--- config.mk ---
export PLATFORM = sky130hd
export DESIGN_NAME = slot_switch_receiver
export DESIGN_NICKNAME = d
export VERILOG_FILES = /design/src/rtl/slot_switch_receiver.sv
export SDC_FILE = /design/constraint.sdc
export NUM_CORES = 1
export LEC_CHECK = 0
export CAP_MARGIN = 15
export CORE_MARGIN = 1.5
export CORE_UTILIZATION = 35
export CTS_CLUSTER_DIAMETER = 30
export DETAILED_ROUTE_END_ITERATION = 8
export PLACE_DENSITY = 0.59
export SKIP_CTS_REPAIR_TIMING = 1
export SYNTH_ARGS = -nofsm -noshare
export SYNTH_HDL_FRONTEND = slang
export SYNTH_SLANG_ARGS = --single-unit
export TNS_END_PERCENT = 100
--- constraint.sdc ---
create_clock -name mainClock -period 3.05 [get_ports mainClock]
set_input_delay 0.305 -clock mainClock [delete_from_list [all_inputs] [get_ports mainClock]]
set_output_delay 0.305 -clock mainClock [all_outputs]
set_load 0.005 [all_outputs]
--- src/rtl/slot_switch_receiver.sv ---
// rtl/slot_switch_receiver.sv - synchronise, debounce and event-detect the active-low slot switches
module slot_switch_receiver #(
    parameter int N_SW           = 3,
    parameter int CLK_DIV        = 6000,
    parameter int DEBOUNCE_TICKS = 20,
    parameter int LONG_TICKS     = 1000
) (
    input  logic            mainClock,
    input  logic            reset,
    input  logic [N_SW-1:0] switch,
    output logic [N_SW-1:0] swLevel,
    output logic [N_SW-1:0] pressPulse,
    output logic [N_SW-1:0] releasePulse,
    output logic [N_SW-1:0] longPress,
    output logic            tick
);

    localparam int CW = (CLK_DIV > 1) ? $clog2(CLK_DIV) : 1;
    localparam int DW = (DEBOUNCE_TICKS > 1) ? $clog2(DEBOUNCE_TICKS + 1) : 1;
    localparam int HW = (LONG_TICKS > 1) ? $clog2(LONG_TICKS + 1) : 1;

    localparam logic [CW-1:0] DIV_LAST  = CW'(CLK_DIV - 1);
    localparam logic [DW-1:0] DEB_LAST  = DW'(DEBOUNCE_TICKS - 1);
    localparam logic [HW-1:0] LONG_LAST = HW'(LONG_TICKS - 1);
    localparam logic [HW-1:0] LONG_MAX  = HW'(LONG_TICKS);

    typedef enum logic [1:0] {
        UNARMED = 2'd0,
        IDLE    = 2'd1,
        PRESSED = 2'd2
    } ch_state_t;

    logic [CW-1:0]   div_cnt;
    logic [N_SW-1:0] sync1;
    logic [N_SW-1:0] sync2;
    logic [N_SW-1:0] rawp;
    ch_state_t       st   [N_SW];
    logic [DW-1:0]   dbc  [N_SW];
    logic [HW-1:0]   hold [N_SW];

    assign rawp = ~sync2;
    assign tick = (div_cnt == DIV_LAST);

    // Sync flops reset to the released level so a switch held through reset looks released at first
    always_ff @(posedge mainClock or negedge reset) begin
        if (!reset) begin
            sync1   <= '1;
            sync2   <= '1;
            div_cnt <= '0;
        end else begin
            sync1   <= switch;
            sync2   <= sync1;
            div_cnt <= tick ? '0 : div_cnt + 1'b1;
        end
    end

    always_ff @(posedge mainClock or negedge reset) begin
        if (!reset) begin
            swLevel      <= '0;
            pressPulse   <= '0;
            releasePulse <= '0;
            longPress    <= '0;
            for (int i = 0; i < N_SW; i++) begin
                st[i]   <= UNARMED;
                dbc[i]  <= '0;
                hold[i] <= '0;
            end
        end else begin
            pressPulse   <= '0;
            releasePulse <= '0;
            longPress    <= '0;
            for (int i = 0; i < N_SW; i++) begin
                case (st[i])
                    // Must see a stable release before arming, so a stuck or held switch stays silent
                    UNARMED: begin
                        if (rawp[i]) begin
                            dbc[i] <= '0;
                        end else if (tick) begin
                            if (dbc[i] == DEB_LAST) begin
                                st[i]  <= IDLE;
                                dbc[i] <= '0;
                            end else begin
                                dbc[i] <= dbc[i] + 1'b1;
                            end
                        end
                    end
                    IDLE: begin
                        if (!rawp[i]) begin
                            dbc[i] <= '0;
                        end else if (tick) begin
                            if (dbc[i] == DEB_LAST) begin
                                st[i]         <= PRESSED;
                                dbc[i]        <= '0;
                                hold[i]       <= '0;
                                pressPulse[i] <= 1'b1;
                                swLevel[i]    <= 1'b1;
                            end else begin
                                dbc[i] <= dbc[i] + 1'b1;
                            end
                        end
                    end
                    PRESSED: begin
                        if (tick) begin
                            if (hold[i] != LONG_MAX) begin
                                hold[i] <= hold[i] + 1'b1;
                            end
                            if (hold[i] == LONG_LAST) begin
                                longPress[i] <= 1'b1;
                            end
                        end
                        // Release handling comes last so its hold clear wins over the increment
                        if (rawp[i]) begin
                            dbc[i] <= '0;
                        end else if (tick) begin
                            if (dbc[i] == DEB_LAST) begin
                                st[i]           <= IDLE;
                                dbc[i]          <= '0;
                                hold[i]         <= '0;
                                releasePulse[i] <= 1'b1;
                                swLevel[i]      <= 1'b0;
                            end else begin
                                dbc[i] <= dbc[i] + 1'b1;
                            end
                        end
                    end
                    default: begin
                        st[i]   <= UNARMED;
                        dbc[i]  <= '0;
                        hold[i] <= '0;
                    end
                endcase
            end
        end
    end

endmodule

## Word-level counts from Yosys, hierarchy flattened

Index checks and enable logic that the tools add are counted.

- Add/sub/neg operators: 7
- Reduce and logical (&&, ||, !) cells: 18
- Bitwise gates (word level): 4
- Equal/unequal tests: 43
- Mux-type cells: 112

Operators by type and width:

| cell | number |
|---|---|
| $mux W10 | 24 |
| $pmux W10 S3 | 3 |
| $mux W5 | 12 |
| $mux W1 | 45 |
| $ne A2 B2 Y1 const B | 21 |
| $mux W2 | 18 |
| $add A10 B1 Y10 const B | 3 |
| $eq A10 B10 Y1 const B | 3 |
| $ne A10 B10 Y1 const B | 3 |
| $pmux W5 S2 | 3 |
| $reduce_and A7 Y1 | 3 |
| $reduce_and A6 Y1 | 3 |
| $add A5 B1 Y5 const B | 3 |
| $eq A5 B5 Y1 const B | 3 |
| $add A13 B1 Y13 const B | 1 |
| $eq A13 B13 Y1 const B | 1 |
| $mux W13 | 1 |
| $ne A2 B1 Y1 const B | 6 |
| $pmux W2 S2 | 3 |
| $reduce_and A4 Y1 | 3 |
| $eq A2 B1 Y1 const B | 3 |
| $eq A2 B2 Y1 const B | 3 |
| $logic_not A2 Y1 | 3 |
| $pmux W1 S2 | 3 |
| 4 further kinds | 10 |

- Bits of input ports: 5
- Logic and storage cells: 202
- Output and inout port bits: 13
- Flip-flop bits (word level): 82

## Longest topological paths before layout

- Depth after elaboration: 7
- Mapped depth: 9
- Gate-level depth less buffers: 7

## Worst setup path after synthesis

No wires, ideal clock.

- Path type: reg-to-reg
- Start point: register div_cnt[4]
- End point: register hold[27] (netlist bit)
- Arrival time: 2121 ps
- Slack: 798 ps
- Stages on the path, launching flop included: 8
- Clock period less this slack: 2252 ps
- Required time: 2919 ps
- Setup time: 131 ps
- Cell sequence: dfrtp_1 buf_6 or4b_1 nor4_4 a41o_1 buf_4 nor2_1 or3_1

- Longest elaborated chain between the ends: 6
- Elaborated cells on any way between the ends: 8

RTL lines:

| element | RTL line | source |
|---|---|---|
| from (decl) | 33 | `logic [CW-1:0] div_cnt;` |
| from (signal assigned) | 53 | `div_cnt <= tick ? '0 : div_cnt + 1'b1;` |
| $eq A13 B13 Y1 * | 42 | `assign tick = (div_cnt == DIV_LAST);` |
| $mux W10 | 103 | `if (tick) begin` |
| $mux W10 | 115 | `if (dbc[i] == DEB_LAST) begin` |
| $mux W10 | 114 | `end else if (tick) begin` |
| $mux W10 | 112 | `if (rawp[i]) begin` |
| $pmux W10 S3 | 73 | `case (st[i])` |
| to (signal, indexed assignment) | 105 | `hold[i] <= hold[i] + 1'b1;` |
| to (decl) | 39 | `logic [HW-1:0] hold [N_SW];` |

Mark *: on every way between the ends. The rest lies on a longest branch, timed or not.
A chain may end at the register's enable or synchronous reset.

## Worst setup path after layout

- Start point: register div_cnt[4]
- End point: output tick

- Longest elaborated chain between the ends: 1

RTL lines:

| element | RTL line | source |
|---|---|---|
| $eq A13 B13 Y1 | 42 |  |
| to (decl) | 15 | `output logic tick` |

No other way between the ends.

==> impl_metrics.tcl <==
set metrics [dict create \
    routed_wl_um 8690 \
    grt_pass1_vias 3330 \
    drv_slew 0 \
    mostFrequentLayoutCells "76 x dfrtp_1, 48 x nand2_1, 30 x o21ai_0, 27 x nor2_1, 24 x a31oi_1" \
    syn_to_final_growth_pct 15.5 \
    switchingPower_w 0.000464 \
    holdPathStages 0 \
    synthAdderAreaFrac_pct 2.98 \
    endpoint "tick" \
    clock_sinks 82 \
    start_kind "flop" \
    cts_tree "yes" \
    slew_headroom_pct 42.5 \
    fmax_mhz 354 \
    reg2reg_slack_ps 390 \
    drtIter0Drc 167 \
    fin_ws_ps 222 \
    synth_top_flop_cell "dfrtp_1" \
    dp_slack_ps 408 \
    required_ps 2740 \
    critPathKind "flop to primary output" \
    yosys_register_bits 82 \
    async_flop_share_pct 100 \
    final_common_cell "dfrtp_1" \
    power.density_mw_per_mm2 446 \
    critPathMaxFanout 9 \
    crit_arrival_ps 2520 \
    cts-buffers-inserted 9 \
    leakagePower_nw 2.03 \
    cts_root_buf "clkbuf_16" \
    synth-warning-count 0 \
    die-area_mm2 0.0127 \
    synth_fp_nets 452 \
    fin_area_mm2 0.00485 \
    nNetsFinal 476 \
    path_clk_slew_ps 60 \
    h-tree-depth 3 \
    cap_violations 0 \
    vias 3372 \
    synthSimpleGateAreaFrac_pct 23.2 \
    place_area_mm2 0.00454 \
    routedWlPerCell_um 14.3 \
    hold_path.class "flop to flop" \
    antenna_left 0 \
    swShare_pct 21.4 \
    p_clk_share_pct 47.5 \
    synthesis.area_mm2 0.00420 \
    status "finished, final reports clean" \
    core_mm2 0.0116 \
    vias_per_cell 5.54 \
    fin_crit_sh_pct 92.7 \
    r2r_start "div_cnt[4]$_DFF_PN0_" \
    skew_ps 6.09 \
    overflow 0 \
    pin_count 18 \
    hold_viol 0 \
    finalSetupViolCount 0 \
    place_congestion 0.849 \
    die_w_um 113 \
    synth_cell_types 57 \
    ys_seq_area_share_pct 49.0 \
    worst_r2r_path_depth 5 \
    clockBufferDepth 2 \
    worst_pin_slew_ps 859 \
    rows 39 \
    tns_ps 0 \
    seqPwrFrac_pct 50.8 \
    synth_top_family_by_area "simple AND/OR/NAND/NOR gates" \
    port_buffers 17 \
    track_usage_pct 14.8 \
    diodes 0 \
    intPower_w 0.00170 \
    remaining_drc_errors 0 \
    end_kind "primary output" \
    antenna_found_initial 0 \
    dr.pass1.iters 5 \
    worst_ir_drop_vdd_uv 236 \
    rsz0062_at_grt "false" \
    synthXorXnorAreaFrac_pct 3.54 \
    drive_gt1_share_pct 8.58 \
    synth_edf_count 0 \
    die_h_um 113 \
    fin_crit_ps 2830 \
    clock_latency_ps 340 \
    crit_start "div_cnt[4]$_DFF_PN0_" \
    synthMuxAreaShare_pct 0.744 \
    synth_compound_area_share_pct 17.6 \
    grt_pass1_wl_um 15300 \
    grt_max_degree 83 \
    syn-mean-instance-area_um2 9.61 \
    syn_inst 437 \
    hpwl_um 5830 \
    regToRegEndpoint "hold[11]$_DFFE_PN0P_" \
    start_util_pct 36.3 \
    comb_power_share_pct 1.7 \
]
[cell usage after synthesis (all sizes together) (3+ instances only)]
cell type,instances,share of area (%)
nand2b,13,1.9
a21boi,3,0.54
nand3,19,2.3
and2,4,0.60
xor2,11,2.3
or3,4,0.60
nor4bb,3,0.71
inv,16,1.4
nand2,48,4.3
a31o,3,0.63
a21oi,23,2.7
nor2b,6,0.89
nor3,11,1.3
nor2,27,2.4
a31oi,25,3.9
dfstp,6,3.8
a41oi,4,0.83
buf,7,1.1
a21o,4,0.71
clkbuf,5,0.45
nor4,9,1.7
o31ai,4,0.71
xnor2,6,1.3
ha,10,3.0
and3,8,1.2
nand4,17,2.5
dfrtp,76,45
o21ai,31,3.7
o21ba,3,0.71
[state kept, by name, summed over array words and instances (netlist names), 6 cells and up]
name,flops
st,6
div_cnt,13
dbc,15
hold,30
[worst min-delay path by stage]
stage	end	from	slack, ps
floorplan	dbc[0]$_DFF_PN0_	reset	9
global placement	sync2[2]$_DFF_PN1_	sync1[2]$_DFF_PN1_	350
detailed placement	sync2[2]$_DFF_PN1_	sync1[2]$_DFF_PN1_	350
CTS	hold[9]$_DFFE_PN0P_	reset	200
global route	sync2[1]$_DFF_PN1_	sync1[1]$_DFF_PN1_	360
finish	sync2[1]$_DFF_PN1_	sync1[1]$_DFF_PN1_	360
[power groups by stage]
stage          clock, W  sequential, W  combinational [W]
6_report        0.00103        0.00110          0.0000370
5_1_grt         0.00111        0.00110          0.0000436
4_1_cts         0.00106        0.00110          0.0000355
3_5_place_dp          0        0.00112          0.0000351
3_3_place_gp          0        0.00112          0.0000349
2_1_floorplan         0        0.00112         0.00000620
[critical path, cell delays in order, from the launching register on]
cell             delay (ps)
dfrtp_1                 480
nor4b_2                 400
nand4_1                 360
inv_1                   230
buf_4                   200
clkdlybuf4s50_1         510
[routing by layer]
| metal | up-vias | GRT usage [%] | wire [um] |
|---|---|---|---|
| li1 | 1667 | - | - |
| met1 | 1638 | 19.6 | 4270 |
| met2 | 55 | 23.2 | 4010 |
| met3 | 12 | 3.46 | 277 |
| met4 | 0 | 6.41 | 127 |
| met5 | - | 0 | 0 |
[cells by family after synthesis]
family,count (synthesis)
and+or+nand+nor,182
AOI/OAI and AO/OA,115
DFF,82
buffers and inverters,28
xor gates and xnor gates,17
adders and majority gates,10
muxes,3
[layout make-up]
| cell class | instances | area, um2 |
|---|---|---|
| Multi-Input combinational cell | 327 | 2020 |
| Tap cell | 143 | 179 |
| Clock buffer | 12 | 256 |
| Inverter | 16 | 60.1 |
| Fill cell | 1117 | 6710 |
| Timing Repair Buffer | 25 | 255 |
| Clock inverter | 4 | 26.3 |
| Sequential cell | 82 | 2060 |
[per-stage QoR]
stage                     utilization [%]  total power [W]  std cells  hold slack [ps]
after detailed placement             39.3          0.00115        591              348
after floorplan                         -          0.00112        437             9.41
final                                42.0          0.00216        609              356
after CTS                            41.7          0.00220        607              203
after global placement               39.3          0.00115        591              346
after global routing                 42.0          0.00225        609              359
Note: power is estimated with default switching activity, not from simulation.
